--- src/rtl/signal_delay_meter.sv ---
// Measures clk cycles between a start rising edge and a stop rising edge, with a timeout window.
// Define SIGNAL_DELAY_METER_AVG_EN to add a running mean of the last four measured delays.
module signal_delay_meter #(
    parameter int CNT_W = 10
) (
    input  logic             clk,
    input  logic             reset,
    input  logic             start,
    input  logic             stop,
    input  logic [CNT_W-1:0] window,
    output logic [CNT_W-1:0] delay_out,
    output logic             valid,
    output logic             timeout,
`ifdef SIGNAL_DELAY_METER_AVG_EN
    output logic [CNT_W-1:0] avg_out,
    output logic             avg_valid,
`endif
    output logic             busy
);

    typedef enum logic [1:0] {IDLE, COUNT, DONE} state_t;

    localparam logic [CNT_W-1:0] CNT_MAX = '1;

    state_t           state;
    logic             start_d;
    logic             stop_d;
    logic [CNT_W-1:0] cnt;
    logic [CNT_W-1:0] win_q;
    logic             start_rise;
    logic             stop_rise;

    assign start_rise = start & ~start_d;
    assign stop_rise  = stop & ~stop_d;

    // cnt holds the number of cycles elapsed since the start edge, so it reads N when stop arrives N cycles later
    always_ff @(posedge clk) begin
        if (reset) begin
            state     <= IDLE;
            start_d   <= 1'b0;
            stop_d    <= 1'b0;
            cnt       <= '0;
            win_q     <= '0;
            delay_out <= '0;
            valid     <= 1'b0;
            timeout   <= 1'b0;
            busy      <= 1'b0;
        end else begin
            start_d <= start;
            stop_d  <= stop;
            valid   <= 1'b0;
            timeout <= 1'b0;
            case (state)
                IDLE: begin
                    if (start_rise) begin
                        if (stop_rise) begin
                            delay_out <= '0;
                            valid     <= 1'b1;
                            state     <= DONE;
                        end else begin
                            win_q <= window;
                            cnt   <= CNT_W'(1);
                            busy  <= 1'b1;
                            state <= COUNT;
                        end
                    end
                end
                COUNT: begin
                    if (stop_rise) begin
                        delay_out <= cnt;
                        valid     <= 1'b1;
                        busy      <= 1'b0;
                        state     <= DONE;
                    end else if (cnt >= win_q) begin
                        timeout <= 1'b1;
                        busy    <= 1'b0;
                        state   <= IDLE;
                    end else if (cnt != CNT_MAX) begin
                        cnt <= cnt + CNT_W'(1);
                    end
                end
                DONE: begin
                    state <= IDLE;
                end
                default: begin
                    busy  <= 1'b0;
                    state <= IDLE;
                end
            endcase
        end
    end

`ifdef SIGNAL_DELAY_METER_AVG_EN
    logic [CNT_W-1:0] hist [4];
    logic [CNT_W+1:0] sum;
    logic [CNT_W+1:0] sum_next;
    logic [2:0]       fill;

    // Oldest entry is zero until the history is full, so subtracting it keeps the sum exact while filling
    assign sum_next = sum + (CNT_W+2)'(delay_out) - (CNT_W+2)'(hist[3]);

    always_ff @(posedge clk) begin
        if (reset) begin
            hist[0]   <= '0;
            hist[1]   <= '0;
            hist[2]   <= '0;
            hist[3]   <= '0;
            sum       <= '0;
            fill      <= '0;
            avg_out   <= '0;
            avg_valid <= 1'b0;
        end else begin
            avg_valid <= 1'b0;
            if (valid) begin
                hist[0] <= delay_out;
                hist[1] <= hist[0];
                hist[2] <= hist[1];
                hist[3] <= hist[2];
                sum     <= sum_next;
                if (fill != 3'd4) begin
                    fill <= fill + 3'd1;
                end
                if (fill >= 3'd3) begin
                    avg_out   <= sum_next[CNT_W+1:2];
                    avg_valid <= 1'b1;
                end
            end
        end
    end
`endif

endmodule

--- config.mk ---
export PLATFORM = sky130hd
export DESIGN_NAME = signal_delay_meter
export DESIGN_NICKNAME = d
export VERILOG_FILES = /design/src/rtl/signal_delay_meter.sv
export SDC_FILE = /design/constraint.sdc
export NUM_CORES = 1
export LEC_CHECK = 0
export ABC_AREA = 1
export BUFFER_PORTS_ARGS = -buffer_cell sky130_fd_sc_hd__buf_2
export CAP_MARGIN = 0
export CORE_AREA = 3 3 65 67
export DETAILED_ROUTE_END_ITERATION = 6
export DIE_AREA = 0 0 68 70
export GPL_TIMING_DRIVEN = 0
export PLACE_DENSITY = 0.73
export SYNTH_ARGS = -nofsm -noshare
export SYNTH_HDL_FRONTEND = slang
export SYNTH_SLANG_ARGS = --single-unit
--- constraint.sdc ---
create_clock -name clk -period 1.45 [get_ports clk]
set_input_delay 0.145 -clock clk [delete_from_list [all_inputs] [get_ports clk]]
set_output_delay 0.145 -clock clk [all_outputs]
set_load 0.005 [all_outputs]
# Word level (Yosys, flattened, before mapping)
# Index checks and enable logic that the tools add are counted.
[totals]
reg_bits = 37
out_inout_bits = 13
elab_cells = 61
[op_classes]
add_sub_neg = 1
magnitude_cmp = 1
n_eq_ne = 11
mux = 24
n_bitwise = 7
reduce_logical = 8
[ops]
columns = ["op", "n"]
rows = [
  ["$mux 10", 8],
  ["$pmux 10 s2", 2],
  ["$ne 2x2->1 const B", 7],
  ["$add 10x1->10 const B", 1],
  ["$ge 10x10->1", 1],
  ["$ne 10x10->1 const B", 1],
  ["$mux 2", 4],
  ["$reduce_and 4->1", 2],
  ["$mux 1", 7],
  ["$reduce_and 6->1", 1],
  ["$not 1->1", 5],
  ["$pmux 2 s2", 1],
  ["$ne 3x3->1 const B", 1],
  ["$pmux 1 s3", 1],
  ["$reduce_and 3->1", 1],
  ["$reduce_or 3->1", 1],
  ["$and 1x1->1", 2],
  ["$eq 2x1->1 const B", 1],
  ["$eq 2x2->1 const B", 1],
  ["$logic_not 2->1", 1],
  ["$pmux 1 s2", 1],
  ["$reduce_and 2->1", 1],
  ["$reduce_bool 2->1", 1],
]

# Depth between registers and ports, before layout
# Gate-level depths: netlist of the first run.
[depth]
word_depth = 5
ltp_mapped = 13
depth_no_buf = 13

# Least setup slack after synthesis of the first run
# No wires, ideal clock.
[synth_timing]
path_type = "register to register"
from = "reg cnt[9]"
to = "reg cnt[6]"
setup_time_ns = 0.071
arrival_time_ns = 1.546
required_ns = 1.379
setup_slack_ns = -0.166
path_stages_with_launch = 9
n_path_buf = 1
cell_sequence = "dfxtp_1 > ha_1 > a21o_1 > nor2_1 > nand3_1 > nand2_1 > clkbuf_8 > nand3_1 > a21oi_1"
[synth_via]
elab_chain_cells = 3
elab_cells_between_ends = 5
cone_classes = "order compare (1); eq/ne (3); reduce/logical (1)"
[synth_lines]
columns = ["item", "line_no", "text"]
rows = [
  ["start, declared", "28", "logic [CNT_W-1:0] cnt;"],
  ["start signal, assigned", "79", "cnt <= cnt + CNT_W'(1);"],
  ["$ge 10x10->1 / $ne 10x10->1 (equally long branches)", "74, 78", ""],
  ["$ne 2x2->1 (no source line)", "n/a", ""],
  ["$reduce_and 6->1 (no source line) *", "n/a", ""],
]
# Every way passes the cells marked *; elsewhere a longest branch is shown, timed or not.
# A chain may end at the register's enable or synchronous reset.

# Final worst setup path of the first run
[layout_timing]
from = "reg win_q[8]"
to = "reg cnt[7]"
[layout_via]
elab_chain_cells = 3
[layout_lines]
columns = ["item", "line_no", "text"]
rows = [
  ["start, declared", "29", "logic [CNT_W-1:0] win_q;"],
  ["start signal, assigned", "61", "win_q <= window;"],
  ["$ge 10x10->1", "74", "end else if (cnt >= win_q) begin"],
  ["$ne 2x2->1 (no source line)", "n/a", ""],
  ["$reduce_and 6->1 (no source line)", "n/a", ""],
]
# Every way passes these cells.

==> flow_results.org, run 1 <==
** Run status
- The flow ran to the end, but the final reports show violations.
- Violated checks :: setup timing

** Synthesis
- Post-synthesis net count :: 281
- Averaged over all synthesized cells, the footprint is about 7.3 um2.
- Cell taking the most area after synthesis :: sky130_fd_sc_hd__dfxtp_1
- Count of cell types in the netlist :: 28
- Post-synthesis instance area :: 1860 um2
- Yosys reg bits :: 37
- By area the synthesized netlist is led by sky130_fd_sc_hd__dfxtp_1 (40%), sky130_fd_sc_hd__nand2_1 (11%), sky130_fd_sc_hd__a21oi_1 (9.1%).
- Post-synth top area share :: 39.8%
- Synthesized instance count :: about 260
- Sequential elements use between 30% and 40% of the synthesized area.
- Count of warnings emitted by yosys :: 0

** Final layout
- Leaving out fill and tap cells, the most frequent cell in the layout is sky130_fd_sc_hd__nand2_1.
- Summing all non-filler instances in the final layout gives an area of 2480 um2.
- Number of filler instances in the final layout :: 330
- Diodes inserted :: 0
- In the layout the commonest cells are sky130_fd_sc_hd__nand2_1 (53), sky130_fd_sc_hd__a21oi_1 (28), sky130_fd_sc_hd__buf_2 (27), sky130_fd_sc_hd__dfxtp_1 (27), sky130_fd_sc_hd__inv_1 (26).
- The post-route netlist has between 30 and 40% of its cells at a drive strength greater than 1.
- Number of nets in the layout :: between 300 and 400
- Area delta synth->final :: 33.4%

** Floorplanning
- Core area :: approximately 3700 um2
- Vertical extent of the die :: approximately 70 um
- The floorplan step defined a die boundary enclosing 4760 um2.
- Row Count :: 22
- Initial Util :: about 50%
- 27 I/O pins were placed.
- Overall die width :: 68 um

** Global routing
- Global routing finished with a remaining overflow of 0.
- Overall Global Routing Usage :: between 20% and 30%
- Pin count of the biggest net entering global routing :: 11
- The first global-routing pass estimated roughly 7.6 mm of wire.
- Initial antenna violation count :: 0
- Number of global-route vias before repair :: 1,710

** Clocking
- At the later pin of the worst-skew pair, clock insertion delay measures between 0.2 and 0.3 ns.
- CTS root buffer :: sky130_fd_sc_hd__clkbuf_8
- TritonCTS clock tree :: done
- Cts-stage hold buffer count :: 0
- CTS saw 37 sinks.
- After clock tree synthesis, the clock-pin slew on the worst setup and hold paths is approximately 0.07 ns.
- The H-tree generated during clock tree synthesis spans 2 levels.
- The longest clock path from root to sink contains 2 buffers.
- Number of buffers added by the clock tree synthesis step :: 5

** Worst setup path
- Critical path type :: flip-flop to flip-flop
- Data arrives at the worst endpoint at around 1.8 ns.
- For the worst setup path, the data required time is between 1.5 and 2 ns.
- The cell that appears most often on the critical path is sky130_fd_sc_hd__nand3_2.
- Critical Path Source Type :: flip-flop
- Traced cell by cell, the critical path runs through inv_1, ha_4, nand2_2, nor2_4, nand3_2, nand3_4, nand2_8, clkbuf_16, nand3_2, a21oi_1.
- CP endpoint kind :: flip-flop
- Gate family responsible for the most delay along the worst path :: simple AND/OR/NAND/NOR gates
- Buffering stage count on the worst path with inverters included :: 2
- In this design, the stage delay of the slowest critical-path cell is just over 0.3 ns.
- The slowest stage of the critical path belongs to the cell sky130_fd_sc_hd__dfxtp_1.
- Max FO, Critical Path :: 5

** Timing
- Setup violations remaining at the end of the flow were counted as 11.
- The number of pins with negative max-slew slack in the final report came to 0.
- At the pin with the least slew margin, the transition time is between 0.5 and 0.6 ns.
- RSZ-0062 raised after global routing :: true
- Largest clock skew in the final design :: around 0.0078 ns
- Timing would allow up to between 0.6 and 0.7 GHz.
- Headroom to the max-slew limit :: around 66%
- Across all setup checks in the final design, the least slack found is -0.145 ns.
- Time the final worst path needs with I/O delays and setup :: between 1.5 and 2 ns
- Of the available clock period, the critical path in the final layout requires 110%.
- The hold violation count in the final report came to 0.

** Placed design
- In this run the cell area measured after placement is around 2200 um2.
- PortBufs :: 26
- Detailed placement ended at an HPWL of 3.11 mm.
- GPL Wtd Cong :: approximately 0.9
- Before CTS, the worst setup slack after placement is -0.258 ns.

** Route
- Vias/cell :: just over 5
- The detailed router finished its first iteration with 97 violations.
- For this run, design rule violations remaining after detail routing come to 0.
- Final wirelength :: roughly 4.4 mm
- In the final routed layout, each cell accounts on average for 12.8 um.
- The count of nets left with antenna violations once routing finished came out at 0.
- Detailed Routing Iterations Pass 1 :: 4
- Number of vias in the routed layout :: ~1,800

** Power
- Peak VDD IR :: 0.703 mV
- Total power divided by cell area :: 973 nW/um2
- Static leakage :: 1.03 nW

** Hold path
- The worst hold path belongs to the class primary input to flip-flop.

** Run
- The tool flagged a number of max-cap violations equal to 0.
cell usage after synthesis:
library cell and number:
sky130_fd_sc_hd__nand2_1 57, sky130_fd_sc_hd__dfxtp_1 37, sky130_fd_sc_hd__a21oi_1 34, sky130_fd_sc_hd__inv_1 30, sky130_fd_sc_hd__nor2_1 25, sky130_fd_sc_hd__nand3_1 17, sky130_fd_sc_hd__o21ai_0 13, sky130_fd_sc_hd__ha_1 11
sky130_fd_sc_hd__nand2_2 4, sky130_fd_sc_hd__nor2_2 4, sky130_fd_sc_hd__buf_2 3, sky130_fd_sc_hd__nand4_1 3, sky130_fd_sc_hd__clkbuf_1 2, sky130_fd_sc_hd__nor2_4 2, sky130_fd_sc_hd__a21o_1 1, sky130_fd_sc_hd__a21oi_2 1
sky130_fd_sc_hd__buf_6 1, sky130_fd_sc_hd__clkbuf_4 1, sky130_fd_sc_hd__clkbuf_8 1, sky130_fd_sc_hd__inv_2 1, sky130_fd_sc_hd__nand3_2 1, sky130_fd_sc_hd__nand3b_1 1, sky130_fd_sc_hd__nand4_2 1, sky130_fd_sc_hd__nor2_8 1
sky130_fd_sc_hd__nor3_1 1, sky130_fd_sc_hd__o21bai_1 1, sky130_fd_sc_hd__or2_1 1, sky130_fd_sc_hd__xor2_1 1
metrics by stage:
stage	utilization, %	power [mW]	hold WS [ns]	TNS [ns]	instances
final	67.4	2.42	0.0824	-1.45	347
after global routing	67.4	2.55	0.123	-2.72	347
after CTS	65.7	2.38	0.0678	-1.12	343
after detailed placement	58.8	1.59	0.368	-4.60	330
after global placement	58.8	1.57	0.359	-4.27	330
after floorplan	-	1.48	0.270	-0.314	256
metal layers:
layer	up-vias	global-route usage, %	wire (um)
met4	0	7.95	67
met3	4	4.98	197
met1	801	25.4	1970
met5	-	0	0
met2	42	33.7	2210
li1	913	-	-
logic make-up (layout without fill, tap and decap cells):
group,Yosys count,after routing,share of synthesized area [%]
XOR/XNOR,1,1,0.470
AND/OR/NAND/NOR,118,118,29.3
adder cells (fa/ha/maj),11,11,7.39
buffers and inverters,39,82,9.20
flip-flops,37,37,39.8
AO/OA/AOI/OAI,50,50,13.9
flip-flops by register name, indices dropped and copies added, names as in the netlist:
name,flops
timeout,1
delay_out,10
cnt,10
busy,1
state,2
win_q,10
start_d,1
stop_d,1
valid,1
worst reg2reg max path, delay by kind of cell, from the launching register on:
| kind | cells | cell delay, ns |
|---|---|---|
| and+or+nand+nor | 6 | 0.59 |
| adders and majority gates | 1 | 0.27 |
| AOI/OAI and AO/OA | 1 | 0.05 |
| buffers and inverters | 2 | 0.24 |
| DFF | 1 | 0.31 |
power breakdown:
part	internal (mW)	total (mW)	switching, mW	leakage, nW
clock network	0.377	0.724	0.347	0.0443
registers	1.07	1.12	0.0500	0.309
logic	0.249	0.575	0.326	0.678
final cells by class:
class,count,area (um2),area share (%)
plain buffers,8,71.3,2.87
clock buffers,7,86.3,3.47
inverters,31,119,4.78
multi-input cells,180,1160,46.8
flip-flops and latches,37,773,31.1
well taps,48,60.1,2.42
repair buffers,36,213,8.56
worst paths after layout:
| path | start | to | slack, ns | cells past startpoint |
|---|---|---|---|---|
| min | stop | stop_d | 0.08 | 3 |
| max | win_q[8] | cnt[7] | -0.14 | 10 |
| max reg2reg | win_q[8] | cnt[7] | -0.14 | 10 |
| min reg2reg | delay_out[8] | delay_out[8] | 0.46 | 2 |
repair_timing:
item / CTS / global route
pin swaps: 5 / 4
setup endpoints to repair: 22 / 25
buffers inserted: 5 / 4
resized for setup: 30 / 10
gates cloned: 1 / 0
Power figures use the tool's default switching activity.
==> inputs of run 2 (changes only) <==
==> constraint.sdc (replaced) <==
create_clock -name clk -period 1.45 [get_ports clk]
set_input_delay 0.0725 -clock clk [delete_from_list [all_inputs] [get_ports clk]]
set_output_delay 0.0725 -clock clk [all_outputs]
set_load 0.005 [all_outputs]
==> flow_results.org, run 2 (synthesis results as in run 1) <==
** Floorplanning
- The floorplan row count came to 22 (unchanged).
- Initial Util :: 50.5% (unchanged)
- Core area :: 3690 um2 (unchanged)
- Die Outline Area :: 4760 um2 (unchanged)
- The I/O pin total was 27 (unchanged).
- The overall die width came to 68 um (unchanged).
- The floorplan die height is 70 um (unchanged).

** Hold path
- Worst hold-check path type :: primary input to flip-flop

** Timing
- Post-route fraction of the period consumed by the critical path :: 111% (+0.79 points)
- The setup slack of the critical path after layout is -0.156 ns (-0.0115 ns).
- Least-Margin Pin Slew :: 0.519 ns (+0.00349 ns)
- Setup repair after global routing could not meet its margin everywhere.
- Largest clock skew in the final design :: 0.00626 ns (-0.00153 ns)
- Worst hold margin :: 0.0654 ns (-0.0169 ns)
- The hold violation count in the final report was 0 (unchanged).
- Headroom to the max-slew limit :: 65.4% (-0.23 points)
- The post-route minimum period came to 1.61 ns (+0.0115 ns).
- The final count of negative-setup-slack endpoints was 11 (unchanged).
- The number of pins with negative max-slew slack in the final report came to 0 (unchanged).
- Achievable Freq :: 0.622 GHz (-0.72%)
- Setup TNS :: -1.45 ns (+0.00237 ns)

** Route
- The first-iteration detailed-routing DRC count came to 97 (unchanged).
- Detailed Routing Iterations Pass 1 :: 4 (unchanged)
- The sum of routed wire length over all layers was 4.48 mm (+0.83%).
- Number of vias in the routed layout :: 1,776 (+0.91%)
- The routed length per placed instance was 12.9 um (+0.54%).
- DRC violation count after routing :: 0 (unchanged)
- Number of nets with antenna violations after routing :: 0 (unchanged)
- Vias/cell :: 5.10 (+0.62%)

** Worst setup path
- By startpoint and endpoint, the worst setup path is classified as flip-flop to flip-flop.
- Buffering stage count on the worst path with inverters included :: 2 (unchanged)
- The arrival time of data at the critical path endpoint was 1.81 ns (+0.06 ns).
- STA classifies the critical path endpoint as a flip-flop.
- Max FO, Critical Path :: 6 (+1)
- Among all stages on the critical path, the largest delay is contributed by sky130_fd_sc_hd__dfxtp_4.
- Req. time, crit path :: 1.66 ns (+0.06 ns)
- The cell that appears most often on the critical path is sky130_fd_sc_hd__nand2_1.
- Traced cell by cell, the critical path runs through inv_4, ha_4, inv_2, nand2_1, nand2_1, nand2_1, nand3_2, nand3_4, nand2_8, nand2_2, nand2_1, a21oi_1.
- Critical Path Max Stage Delay :: 0.39 ns (+0.08 ns)
- The cell family contributing the most delay on the critical path is simple AND/OR/NAND/NOR gates.
- Critical Path Source Type :: flip-flop

** Global routing
- Initial antenna violation count :: 0 (unchanged)
- Pin count of the biggest net entering global routing :: 11 (unchanged)
- Total overflow reported by the global router :: 0 (unchanged)
- The total routing usage reported by global routing was 20.7% (+0.065 points).
- Number of global-route vias before repair :: 1,721 (+0.64%)
- Global-route wire length before repair :: 7.60 mm (+0.36%)

** Power
- The part of the total power dissipated in the clock network is 30.0% (about the same).
- The peak supply drop came to 0.701 mV (-0.23%).
- Register share of total power :: 46.2% (about the same)
- The combinational power share was 23.8% (about the same).
- The switching power summed over all nets is 728 uW (+0.59%).
- The cell-internal power came to 1.70 mW (+0.10%).
- Total power divided by cell area :: 972 nW/um2 (-0.15%)
- Static leakage :: 1.04 nW (+0.41%)
- Switching Share :: 30.0% (+0.10 points)

** Final layout
- Number of filler instances in the final layout :: 329 (-0.30%)
- Sequential cell area :: 773 um2 (unchanged)
- Highest-count cells in the layout ignoring fill and taps :: sky130_fd_sc_hd__nand2_1 (53), sky130_fd_sc_hd__a21oi_1 (28), sky130_fd_sc_hd__buf_2 (27), sky130_fd_sc_hd__dfxtp_1 (27), sky130_fd_sc_hd__inv_1 (26)
- Count of placed standard cells in the final layout, fillers left out :: 348 (+0.29%)
- Leaving out fill and tap cells, the most frequent cell in the layout is sky130_fd_sc_hd__nand2_1.
- Diodes inserted :: 0 (unchanged)
- The layout net count was 325 (+0.31%).
- The share of layout cells above drive strength 1 is 35.3% (-0.12 points).
- Leading registers by flop count :: cnt (10), delay_out (10), win_q (10)
- Compared with the post-synthesis result, the final layout area differs by 33.9%.
- Multi-input combinational cell area :: 1160 um2 (unchanged)

** Placed design
- The estimated wirelength of the detail-placed design is 3.11 mm (unchanged).
- GPL Wtd Cong :: 0.874 (unchanged)
- The number of placed cells counting well taps is 330 (unchanged).
- The worst setup timing slack at the placement stage came to -0.258 ns (unchanged).
- PortBufs :: 26 (unchanged)

** Run status
- Run status :: finished with violations
- Violated checks :: setup timing

** Clocking
- Number of buffers added by the clock tree synthesis step :: 5 (unchanged)
- Bufs on Longest Clock Path :: 2 (unchanged)
- CTS root buffer :: sky130_fd_sc_hd__clkbuf_8
- Number of sinks driven by the clock tree :: 37 (unchanged)
- Latest clock arrival within the worst-skew pair :: 0.29 ns (about the same)
- TritonCTS built the clock tree.
- The clock-pin transition on the worst setup and hold timing paths is 0.07 ns (about the same).
- Number of levels the H-tree was split into :: 2 (unchanged)

** Run
- Max-capacitance violation count :: 0 (unchanged)
==> run 2: cell type report <==
class	instances	share of cell area, %
flip-flops and latches	37	31.0
clock buffers	7	3.46
repair buffers	37	8.93
well taps	48	2.41
inverters	31	4.76
plain buffers	8	2.86
multi-input cells	180	46.6
==> run 2: repair_timing <==
| item | CTS | global route |
|---|---|---|
| pin swaps | 5 | 4 |
| setup endpoints to repair | 22 | 25 |
| gates resized for setup | 30 | 10 |
| hold buffers | 1 | 0 |
| cloned | 1 | 0 |
| setup buffers | 5 | 4 |
| hold endpoints to repair | 1 | 0 |
==> run 2: final timing paths <==
path           startpoint      endpoint  slack (ns)  depth (start not counted)
min             window[8]      win_q[8]        0.07                          3
max reg2reg        cnt[0]        cnt[7]       -0.16                         12
max                cnt[0]        cnt[7]       -0.16                         12
min reg2reg  delay_out[8]  delay_out[8]        0.46                          2
==> run 2: per-stage QoR <==
stage | area, um2 | util, % | power (mW)
floorplan | 1980 | - | 1.48
global placement | 2170 | 58.8 | 1.57
detailed placement | 2170 | 58.8 | 1.59
CTS | 2430 | 65.9 | 2.38
global route | 2490 | 67.6 | 2.55
finish | 2490 | 67.6 | 2.42
==> run 2: tightest hold or removal path, stage by stage <==
cell and delay, ns:
sky130_fd_sc_hd__buf_2 0.08, sky130_fd_sc_hd__o21ai_1 0.06, sky130_fd_sc_hd__a21oi_1 0.10
==> run 2: power by group through the flow <==
stage	clock [mW]	sequential, mW	combinational [mW]
after detailed placement	0	1.15	0.436
after floorplan	0	1.14	0.340
after global placement	0	1.15	0.421
after global routing	0.775	1.12	0.651
after CTS	0.738	1.12	0.518
final	0.728	1.12	0.577
==> run 2: metal layers <==
metal | global-route usage, % | vias up | wire [um]
li1 | - | 913 | -
met1 | 25.4 | 809 | 1970
met2 | 33.9 | 50 | 2220
met3 | 4.98 | 4 | 232
met4 | 7.95 | 0 | 66
met5 | 0 | - | 0
==> inputs of run 3 (changes only) <==
- ABC_AREA: 1 -> 0
- CORE_AREA: 3 3 65 67 -> 3 3 82 84
- DIE_AREA: 0 0 68 70 -> 0 0 85 87
- PLACE_DENSITY: 0.73 -> not set
- SLEW_MARGIN: not set -> 40
==> flow_results.org, run 3 <==
** Clocking
- Bufs on Longest Clock Path :: 2 (unchanged)
- The number of levels the H-tree was split into is 2 (unchanged).
- The tree is rooted in a sky130_fd_sc_hd__clkbuf_8.
- The clock-pin transition on the worst setup and hold timing paths came to 0.08 ns (about the same).
- The CTS sink count came to 37 (unchanged).
- TritonCTS clock tree :: done
- Number of buffers added by the clock tree synthesis step :: 5 (unchanged)
- Latest clock arrival within the worst-skew pair :: 0.30 ns (about the same)

** Synthesis
- Counting instances in the post-synthesis netlist gives the leading cell types as sky130_fd_sc_hd__dfxtp_1 (37), sky130_fd_sc_hd__nor2_1 (28), sky130_fd_sc_hd__ha_1 (11), sky130_fd_sc_hd__inv_1 (11), sky130_fd_sc_hd__mux2i_1 (11).
- The sequential share of the synthesized area was 41.6% (+1.8 points).
- Cell taking the most area after synthesis :: sky130_fd_sc_hd__dfxtp_1
- Mean area per synthesized cell :: 9.09 um2 (+25%)
- Number of enable-type register cells in the synthesized netlist :: 0 (unchanged)
- Post-synthesis net count :: 221 (-21%)
- The area share of and/or/nand/nor cells after synthesis came to 20.2% (-9.1 points).
- Dominant cells by area after synthesis :: sky130_fd_sc_hd__dfxtp_1 (42%), sky130_fd_sc_hd__ha_1 (7.7%), sky130_fd_sc_hd__mux2i_1 (6.2%)
- The post-synthesis share of cell area spent on xor and xnor gates came to 0% (-0.47 points).
- The area share of the largest cell type after synthesis is 41.6% (+1.8 points).
- Compound-cell area share of the yosys netlist :: 18.3% (+4.4 points)
- Most frequent cell after synthesis :: sky130_fd_sc_hd__dfxtp_1
- Adder-cell area share of the yosys netlist :: 7.72% (+0.34 points)
- The flop and latch count out of synthesis came to 37 (unchanged).
- Post-synthesis instance area :: 1780 um2 (-4.4%)
- Count of warnings emitted by yosys :: 0 (unchanged)
- The number of unique standard cell types used by synthesis was 41 (+46%).
- The share of synthesized flip-flops with an asynchronous set or reset was 0% (unchanged).
- By area, the combinational part of the netlist is dominated by simple AND/OR/NAND/NOR gates.
- For this run, the leading register cell type out of synthesis is sky130_fd_sc_hd__dfxtp_1.
- The mux share of post-synthesis cell area was 6.18% (+6.2 points).
- Synthesized instance count :: 196 (-23%)

** Route
- Number of vias in the routed layout :: 1,595 (-10%)
- The first-pass iteration count of the detailed router was 4 (unchanged).
- The via count normalized by instance count came to 5.06 (-0.78%).
- The first-iteration detailed-routing DRC count was 125 (+29%).
- The sum of routed wire length over all layers was 4.60 mm (+2.5%).
- The routed length per placed instance came to 14.6 um (+13%).
- DRC violation count after routing :: 0 (unchanged)
- The post-detailed-route count of antenna-violating nets came to 0 (unchanged).

** Floorplanning
- The I/O pin total came to 27 (unchanged).
- The floorplan die height was 87 um (+24%).
- The floorplan row count is 28 (+27%).
- Overall die width :: 85 um (+25%)
- Initial Util :: 29.7% (-21 points)
- The floorplan die area is 7400 um2 (+55%).
- The standard cell core area is 5990 um2 (+62%).

** Timing
- The worst-case headroom to the max-slew limit was 50.7% (-15 points).
- The worst clock skew came to 0.00963 ns (+0.00336 ns).
- The upper clock frequency limit is 0.441 GHz (-29%).
- The number of pins with negative max-slew slack in the final report came to 0 (unchanged).
- The final count of negative-setup-slack endpoints is 13 (+2).
- Post-route fraction of the period consumed by the critical path :: 156% (+46 points)
- The hold violation count in the final report was 0 (unchanged).
- Setup repair after global routing could not meet its margin everywhere.
- Setup TNS :: -8.30 ns (-6.85 ns)
- The transition time at the pin with the least slew margin is 0.737 ns (+0.218 ns).
- Smallest setup slack after layout :: -0.817 ns (-0.661 ns)
- Time the final worst path needs with I/O delays and setup :: 2.27 ns (+0.661 ns)

** Final layout
- Share of post-route cells with drive strength above 1 :: 37.1% (+1.8 points)
- The library cell used most frequently in the layout, excluding fill and tap cells, is sky130_fd_sc_hd__nor2_1.
- Highest-count cells in the layout ignoring fill and taps :: sky130_fd_sc_hd__nor2_1 (27), sky130_fd_sc_hd__buf_2 (26), sky130_fd_sc_hd__dfxtp_1 (24)
- The largest registers in the layout are cnt (10), delay_out (10), win_q (10).
- The count of antenna diodes in the layout came to 0 (unchanged).
- The number of filler instances in the final layout came to 589 (+79%).
- The total non-filler cell area in the finished layout is 2440 um2 (-2.4%).
- Area delta synth->final :: 36.7%
- Finished Core Util :: 40.7% (-27 points)
- The multi-input combinational cell area came to 1100 um2 (-5.0%).
- Number of nets in the layout :: 264 (-19%)
- Sequential cell area :: 762 um2 (-1.5%)

** Power
- The combinational power share is 20.7% (-3.1 points).
- The peak supply drop is 0.628 mV (-10%).
- The leakage power is 0.958 nW (-7.5%).
- Power share of the clock group :: 35.9% (+5.9 points)
- Net switching power :: 655 uW (-10%)
- The switching power share of the total was 26.7% (-3.3 points).
- The sequential fraction of design power came to 43.4% (-2.8 points).
- The power density over the cells came to 1010 nW/um2 (+3.6%).
- Internal power :: 1.80 mW (+5.9%)

** Placed design
- GPL Wtd Cong :: 0.854 (-2.3%)
- HPWL Detailed :: 2.95 mm (-4.9%)
- PortBufs :: 26 (unchanged)
- The total placed instance area came to 2040 um2 (-6.0%).

** Global routing
- Global-route wire length before repair :: 7.25 mm (-4.5%)
- Overall Global Routing Usage :: 12.6% (-8.1 points)
- Initial antenna violation count :: 0 (unchanged)
- The maximum number of pins on one net before global-route repair was 13 (+2).
- The number of global-route vias before repair was 1,539 (-11%).
- Total overflow reported by the global router :: 0 (unchanged)

** Worst setup path
- Most numerous cell on the critical path :: sky130_fd_sc_hd__buf_6
- STA classifies the critical path endpoint as a flip-flop.
- Arrival time of the worst setup path :: 2.44 ns (+0.63 ns)
- Among cell families on the critical path, the largest total delay comes from compound AO/OA/AOI/OAI gates.
- The largest fanout on the critical path is 6 (unchanged).
- The largest individual stage delay along the critical path comes from the cell sky130_fd_sc_hd__or3b_1.
- Critical path type :: flip-flop to flip-flop
- The depth of the worst register-to-register path is 9 (-3).
- Reg2reg start :: cnt[7]
- Number of gates on the worst path with buffers counted :: 9 (-3)
- The critical path goes through ha_4, a211o_1, a21oi_2, o31ai_4, or3b_1, buf_6, buf_6, o311ai_4, o41ai_2.
- In this run the worst setup path begins at cnt[7].
- The required time of the critical path is 1.62 ns (-0.04 ns).
- The worst setup path is launched from a flip-flop.
- The longest individual stage delay on the worst path is 0.38 ns (about the same).
- Buffering stage count on the worst path with inverters included :: 2 (unchanged)

** Hold path
- Worst hold-check path type :: primary input to flip-flop
- HP Start :: window[3]
- The number of stages on the worst hold path is 3 (unchanged).

** Run status
- Violated checks :: setup timing
- Run status :: finished with violations

** Run
- Max-capacitance violation count :: 0 (unchanged)
==> run 3: cell count changes in the layout (fill, tap and decap cells not counted), moves of 7 or more <==
| cell | before | now |
|---|---|---|
| sky130_fd_sc_hd__o21ai_0 | 12 | 0 |
| sky130_fd_sc_hd__a22oi_1 | 0 | 9 |
| sky130_fd_sc_hd__nor2_1 | 20 | 27 |
| sky130_fd_sc_hd__mux2i_1 | 0 | 11 |
| sky130_fd_sc_hd__inv_1 | 26 | 9 |
| sky130_fd_sc_hd__ha_1 | 3 | 10 |
| sky130_fd_sc_hd__ha_4 | 8 | 1 |
| sky130_fd_sc_hd__a21oi_1 | 28 | 5 |
| sky130_fd_sc_hd__nand2_1 | 53 | 7 |
| sky130_fd_sc_hd__dfxtp_2 | 2 | 11 |
==> run 3: per-stage QoR <==
| step | hold slack, ns | std cells | total power [mW] | setup WS (ns) |
|---|---|---|---|---|
| final | 0.0141 | 315 | 2.45 | -0.817 |
| after global routing | 0.0236 | 315 | 2.55 | -0.878 |
| after CTS | 0.00407 | 314 | 2.40 | -0.812 |
| after floorplan | 0.159 | 196 | 1.32 | -0.719 |
| after global placement | 0.305 | 297 | 1.40 | -0.880 |
| after detailed placement | 0.309 | 297 | 1.40 | -0.917 |
==> run 3: worst paths after layout <==
| check | end | slack, ns |
|---|---|---|
| setup / recovery | cnt[3] | -0.82 |
| hold reg to reg | state[1] | 0.43 |
| hold / removal | win_q[3] | 0.01 |
| setup reg to reg | cnt[3] | -0.82 |
==> run 3: kinds of logic after synthesis <==
family | after synthesis
AO/OA/AOI/OAI | 41
buffers and inverters | 23
flip-flops | 37
multiplexers | 11
AND/OR/NAND/NOR | 73
adder cells (fa/ha/maj) | 11
==> run 3: cell type report <==
| class | instances | area share (%) |
|---|---|---|
| buffer | 11 | 3.54 |
| clock buffer | 6 | 2.98 |
| clock inverter | 2 | 1.44 |
| inverter | 11 | 1.69 |
| multi-input combinational | 136 | 45.4 |
| sequential | 37 | 31.3 |
| tap | 75 | 3.85 |
| timing repair buffer | 37 | 9.86 |
==> run 3: routing by layer <==
metal	GRT usage, %	share of wire [%]	wire length (um)	up-vias
met5	0	0	0	-
met4	7.34	2.3	107	0
met3	3.50	4.7	216	10
met2	19.0	46	2130	41
met1	16.0	47	2140	745
li1	-	-	-	799
==> run 3: worst min-delay path, cell delays in order <==
cell and delay, ns:
sky130_fd_sc_hd__buf_2 0.07, sky130_fd_sc_hd__mux2i_1 0.05, sky130_fd_sc_hd__nor2_1 0.07
==> run 3: power by group through the flow <==
stage	combinational [mW]	sequential, mW	clock [mW]
global placement	0.312	1.09	0
detailed placement	0.313	1.09	0
CTS	0.429	1.06	0.905
global route	0.547	1.07	0.935
floorplan	0.234	1.08	0
finish	0.508	1.06	0.881
==> run 3: what timing repair did <==
item                                   in CTS  in global routing
setup endpoints to repair                  32                 32
gates cloned                                0                  1
hold buffers                                1                  0
gates resized for setup                    28                 25
buffers inserted                            9                  1
endpoints found under the hold margin       1                  0
pin swaps                                   9                  6
